## src/rtl/piso_shift_tx.sv

```systemverilog
// Purpose: parallel-in serial-out transmitter with a one-word holding buffer so words stream back-to-back.
// Latency: first serial bit is presented right after the accepting falling edge; one bit per clock after that.
// Backpressure: in_ready drops while the holding buffer is full and for the single warm-up cycle after reset.
//
// Ports:
//   clk       clock; every register updates on the falling edge
//   rst       synchronous, active-high reset
//   in_valid  parallel word offered          in_data  parallel word (WIDTH bits)
//   in_ready  word can be accepted this cycle (depends on registered state only)
//   ser_out   current serial bit             ser_valid  ser_out carries a data bit
//   ser_last  ser_out is the final bit of its word
//   busy      a word is shifting or waiting in the holding buffer
module piso_shift_tx #(
  parameter int WIDTH     = 32,  // 2..64
  parameter int MSB_FIRST = 1    // 1: bit WIDTH-1 goes out first, 0: bit 0 goes out first
) (
  input  logic             clk,
  input  logic             rst,
  input  logic             in_valid,
  input  logic [WIDTH-1:0] in_data,
  output logic             in_ready,
  output logic             ser_out,
  output logic             ser_valid,
  output logic             ser_last,
  output logic             busy
);

  localparam int CW = $clog2(WIDTH);

  localparam logic [1:0] ST_WARMUP = 2'd0;
  localparam logic [1:0] ST_IDLE   = 2'd1;
  localparam logic [1:0] ST_SHIFT  = 2'd2;

  logic [1:0]       state;
  logic [WIDTH-1:0] shifter;
  logic [WIDTH-1:0] shifted;
  logic [WIDTH-1:0] buf_data;
  logic             buf_full;
  logic [CW-1:0]    cnt;
  logic             xfer;
  logic             shifting;
  logic             cnt_zero;
  logic             tx_bit;

  assign shifting = (state == ST_SHIFT);
  assign cnt_zero = (cnt == '0);

  // Ready is a pure function of registered state so upstream never sees a
  // combinational path from its own in_valid back to in_ready.
  assign in_ready = (state != ST_WARMUP) && !buf_full;
  assign xfer     = in_valid && in_ready;

  // The outgoing bit always sits at one end of the shifter; the shifter is
  // moved towards that end after each bit.
  assign tx_bit = (MSB_FIRST != 0) ? shifter[WIDTH-1] : shifter[0];

  always_comb begin
    shifted = shifter;
    if (MSB_FIRST != 0) begin
      shifted = {shifter[WIDTH-2:0], 1'b0};
    end else begin
      shifted = {1'b0, shifter[WIDTH-1:1]};
    end
  end

  // Outputs are gated by the SHIFT state so IDLE/WARMUP always show zeros,
  // whatever residue the shifter holds.
  assign ser_valid = shifting;
  assign ser_out   = shifting && tx_bit;
  assign ser_last  = shifting && cnt_zero;
  assign busy      = shifting || buf_full;

  always_ff @(negedge clk) begin
    if (rst) begin
      state    <= ST_WARMUP;
      shifter  <= '0;
      buf_data <= '0;
      buf_full <= 1'b0;
      cnt      <= '0;
    end else begin
      case (state)
        ST_WARMUP: begin
          state <= ST_IDLE;
        end

        ST_IDLE: begin
          if (xfer) begin
            shifter <= in_data;
            cnt     <= CW'(WIDTH - 1);
            state   <= ST_SHIFT;
          end
        end

        ST_SHIFT: begin
          if (!cnt_zero) begin
            shifter <= shifted;
            cnt     <= cnt - CW'(1);
            // in_ready already excludes a full buffer, so xfer here means
            // the buffer is free to take the next word.
            if (xfer) begin
              buf_data <= in_data;
              buf_full <= 1'b1;
            end
          end else begin
            // Edge ending the last bit: chain the next word with no gap,
            // preferring the buffered word (in_ready is low when it is full).
            if (buf_full) begin
              shifter  <= buf_data;
              buf_full <= 1'b0;
              cnt      <= CW'(WIDTH - 1);
            end else if (xfer) begin
              shifter <= in_data;
              cnt     <= CW'(WIDTH - 1);
            end else begin
              shifter <= '0;
              state   <= ST_IDLE;
            end
          end
        end

        default: begin
          state <= ST_WARMUP;
        end
      endcase
    end
  end

endmodule

```

## config.mk

```make
export PLATFORM = sky130hd
export DESIGN_NAME = piso_shift_tx
export DESIGN_NICKNAME = d
export VERILOG_FILES = /design/src/rtl/piso_shift_tx.sv
export SDC_FILE = /design/constraint.sdc
export NUM_CORES = 1
export LEC_CHECK = 0
export BUFFER_PORTS_ARGS = -buffer_cell sky130_fd_sc_hd__buf_2
export CELL_PAD_IN_SITES_DETAIL_PLACEMENT = 0
export CELL_PAD_IN_SITES_GLOBAL_PLACEMENT = 1
export CORE_MARGIN = 10
export CORE_UTILIZATION = 44
export CTS_CLUSTER_DIAMETER = 80
export DETAILED_ROUTE_END_ITERATION = 10
export GPL_TIMING_DRIVEN = 0
export PLACE_DENSITY_LB_ADDON = 0.12
export SETUP_SLACK_MARGIN = 0.05
export SYNTH_ARGS = -nofsm -noshare
export SYNTH_HDL_FRONTEND = slang
export SYNTH_SLANG_ARGS = --single-unit
```

## constraint.sdc

```tcl
create_clock -name clk -period 2.9 [get_ports clk]
set_input_delay 0.29 -clock clk [delete_from_list [all_inputs] [get_ports clk]]
set_output_delay 0.29 -clock clk [all_outputs]
set_load 0.01 [all_outputs]
```

==> flow_summary.json <==
{
  "cts_tree": "yes",
  "ctsLongestPathBuffers": 2,
  "instances_no_fill": 663,
  "yosysWarnings": 0,
  "hold_viol": 0,
  "net-switching-power_mw": 2.19,
  "ys_types": 43,
  "dpl_cell_area_um2": 3860,
  "synth_nets": 452,
  "path_clk_slew_ns": 0.04,
  "antenna_found_initial": 0,
  "ys_top_cells_by_count": "nand2_1 (96), dfxtp_1 (72), nor2_1 (38)",
  "startpoint_type": "flop",
  "die-area_um2": 11800,
  "initial_core_util_pct": 45.2,
  "top_usage_layer": "met2",
  "status": "finished, violations left",
  "finalPower_mw": 5.20,
  "internal_power_mw": 3.01,
  "grt_usage_pct": 18.5,
  "setup_ws_ns": -0.291,
  "ys_top_cells_by_area": "dfxtp_1 (41%), nand2_1 (10%), a221oi_2 (7.3%)",
  "syn_area_um2": 3470,
  "place.gp.congestion": 0.830,
  "slowest_delay_ns": 0.35,
  "dr.pass1.iters": 4,
  "required_ns": 2.61,
  "drt-total-wl_mm": 10.8,
  "hold_ws_ns": 0.453,
  "holdCritPathClass": "flop to flop",
  "dp.cells": 552,
  "drtIter0Drc": 131,
  "yosys.cell_count.top_type": "nand2_1",
  "clock-sinks": 72,
  "slew_headroom_pct": 53.8,
  "clock_latency_ns": 0.40,
  "fp-row-count": 32,
  "grt_max_degree": 14,
  "drc_errors": 0,
  "seq_power_share_pct": 29.1,
  "finClkSkew_ns": 0.0227,
  "final_area_um2": 4740,
  "path_class": "flop to output pin",
  "hpwlAfterDp_mm": 6.68,
  "cts_htree_levels": 3,
  "die_h_um": 109,
  "grt_pass1_vias": 3667,
  "ir_worst_vdd_v": 0.000539,
  "cp_max_fo": 4,
  "dieWidth_um": 109,
  "grt_pass1_wl_mm": 17.4,
  "maxSlewViolCount": 0,
  "area_delta_synth_final_pct": 36.6,
  "synth-main-ff-cell": "dfxtp_1",
  "worst_pin_slew_ns": 0.693,
  "critical_path_arrival_ns": 2.90,
  "synth_seq_cells": 72,
  "post_drt_wl_per_cell_um": 16.3,
  "io_buffers": 38,
  "end_kind": "output pin",
  "syn-mean-instance-area_um2": 8.43,
  "path_cells": "inv_4 -> ha_4 -> nor4b_4 -> and2_4 -> buf_6",
  "rsz0062_at_grt": "yes",
  "async_flop_share_pct": 0,
  "nNetsFinal": 596,
  "met3_usage_pct": 6.96,
  "power_density_nw_per_um2": 1100,
  "pin_count": 40,
  "violations": "setup timing",
  "slowest_stage": "dfxtp_4",
  "grt.met2_usage_pct": 29.7,
  "swShare_pct": 42.1,
  "numCtsBuffers": 9,
  "ys_seq_area_share_pct": 41.5,
  "via_count": 3560,
  "final_layout_size_suffix_gt1_share_pct": 27.3,
  "finalSetupViolations": 7,
  "yosysTopAreaCell": "dfxtp_1",
  "overflow": 0,
  "clkPwrFrac_pct": 23.5,
  "combPwrFrac_pct": 47.4,
  "vias_per_cell": 5.37,
  "maxCapViolations": 0,
  "cts-root-buf": "clkbuf_8",
  "p_leak_nw": 2.17,
  "synth_edf_count": 0,
  "antennaDiodeCount": 0,
  "ant_nets": 0,
  "core_region_area_um2": 7690,
  "pre_cts_ws_ns": -0.550,
  "synth_top_area_share_pct": 41.5,
  "synthCells": 412,
  "grt_util_met1_pct": 21.3
}
-- area by class of cell --
cell class	instances	area (um^2)
Buffer	36	275
Clock buffer	9	124
Clock inverter	79	349
Fill cell	753	2940
Inverter	7	28.8
Multi-Input combinational cell	295	1950
Sequential cell	72	1450
Tap cell	102	128
Timing Repair Buffer	63	445
-- power groups by stage --
stage / Clock, mW / Sequential (mW) / Combinational, mW
floorplan: 0.153 / 1.45 / 1.51
detailed placement: 0.153 / 1.50 / 1.93
finish: 1.22 / 1.51 / 2.46
CTS: 1.27 / 1.49 / 2.24
global placement: 0.153 / 1.49 / 1.91
global route: 1.39 / 1.54 / 2.70
-- metrics by stage --
| stage | TNS (ns) | utilization [%] |
|---|---|---|
| final | -0.672 | 61.7 |
| after global routing | -1.11 | 61.7 |
| after CTS | -0.901 | 59.9 |
| after detailed placement | -30.51 | 50.2 |
| after global placement | -28.05 | 50.2 |
| after floorplan | -2.42 | - |
-- state kept, by name, summed over array words and instances, names as in the netlist --
name and cells:
buf_data 32, shifter 32, buf_full 1, cnt 5, state 2
-- cell usage in the layout, fill, tap and decap left out, types with 2 or more instances in the layout --
master / count
nand2_1: 96
inv_1: 76
dfxtp_1: 68
buf_2: 39
nor2_1: 37
a21oi_1: 36
a211oi_1: 24
buf_4: 23
a221oi_2: 17
buf_6: 16
nor3_1: 12
clkbuf_8: 11
clkbuf_1: 10
a221oi_1: 8
nand3_1: 6
mux2i_1: 6
nor2b_1: 5
a211oi_2: 5
o21ai_0: 4
o221a_2: 4
and2_4: 3
buf_12: 3
clkbuf_2: 3
a221oi_4: 3
inv_4: 3
ha_4: 3
dfxtp_2: 3
a21o_1: 2
buf_1: 2
o21a_1: 2
inv_2: 2
ha_1: 2
inv_8: 2
-- final timing paths --
path	startpoint	endpoint	slack, ns	depth (start not counted)
setup / recovery	cnt[0]	ser_last	-0.29	5
hold / removal	buf_data[8]	buf_data[8]	0.45	2
setup reg to reg	cnt[0]	shifter[21]	0.48	9
hold reg to reg	buf_data[8]	buf_data[8]	0.45	2
-- cells by family (layout without fill, tap and decap cells) --
logic type      Yosys count  count (layout)  share of synthesized area (%)
compound gates          113             113                           26.7
fa+ha+maj                 5               5                           1.80
buf+inv                  45             194                           6.70
flops                    72              72                           41.5
mux                       6               6                           1.73
simple gates            171             171                           21.6
-- worst max-delay path, delay by kind of cell (launching register included) --
| kind | cells | cell delay (ns) |
|---|---|---|
| flip-flops | 1 | 0.35 |
| buffers and inverters | 2 | 0.15 |
| AND/OR/NAND/NOR | 2 | 0.44 |
| adder cells (fa/ha/maj) | 1 | 0.12 |
-- what timing repair did --
item / 4_1_cts / 5_1_grt
gates resized for setup: 29 / 18
buffers inserted: 18 / 6
hold buffers: 0 / 0
setup endpoints to repair: 65 / 31
cloned: 0 / 2
pin swaps: 5 / 10
-- layer usage --
| layer | part of all wire [%] | wire (um) |
|---|---|---|
| met1 | 45 | 4830 |
| met3 | 6.5 | 701 |
| met5 | 0 | 0 |
| met2 | 47 | 5120 |
| met4 | 1.5 | 167 |
Power figures use the tool's default switching activity.
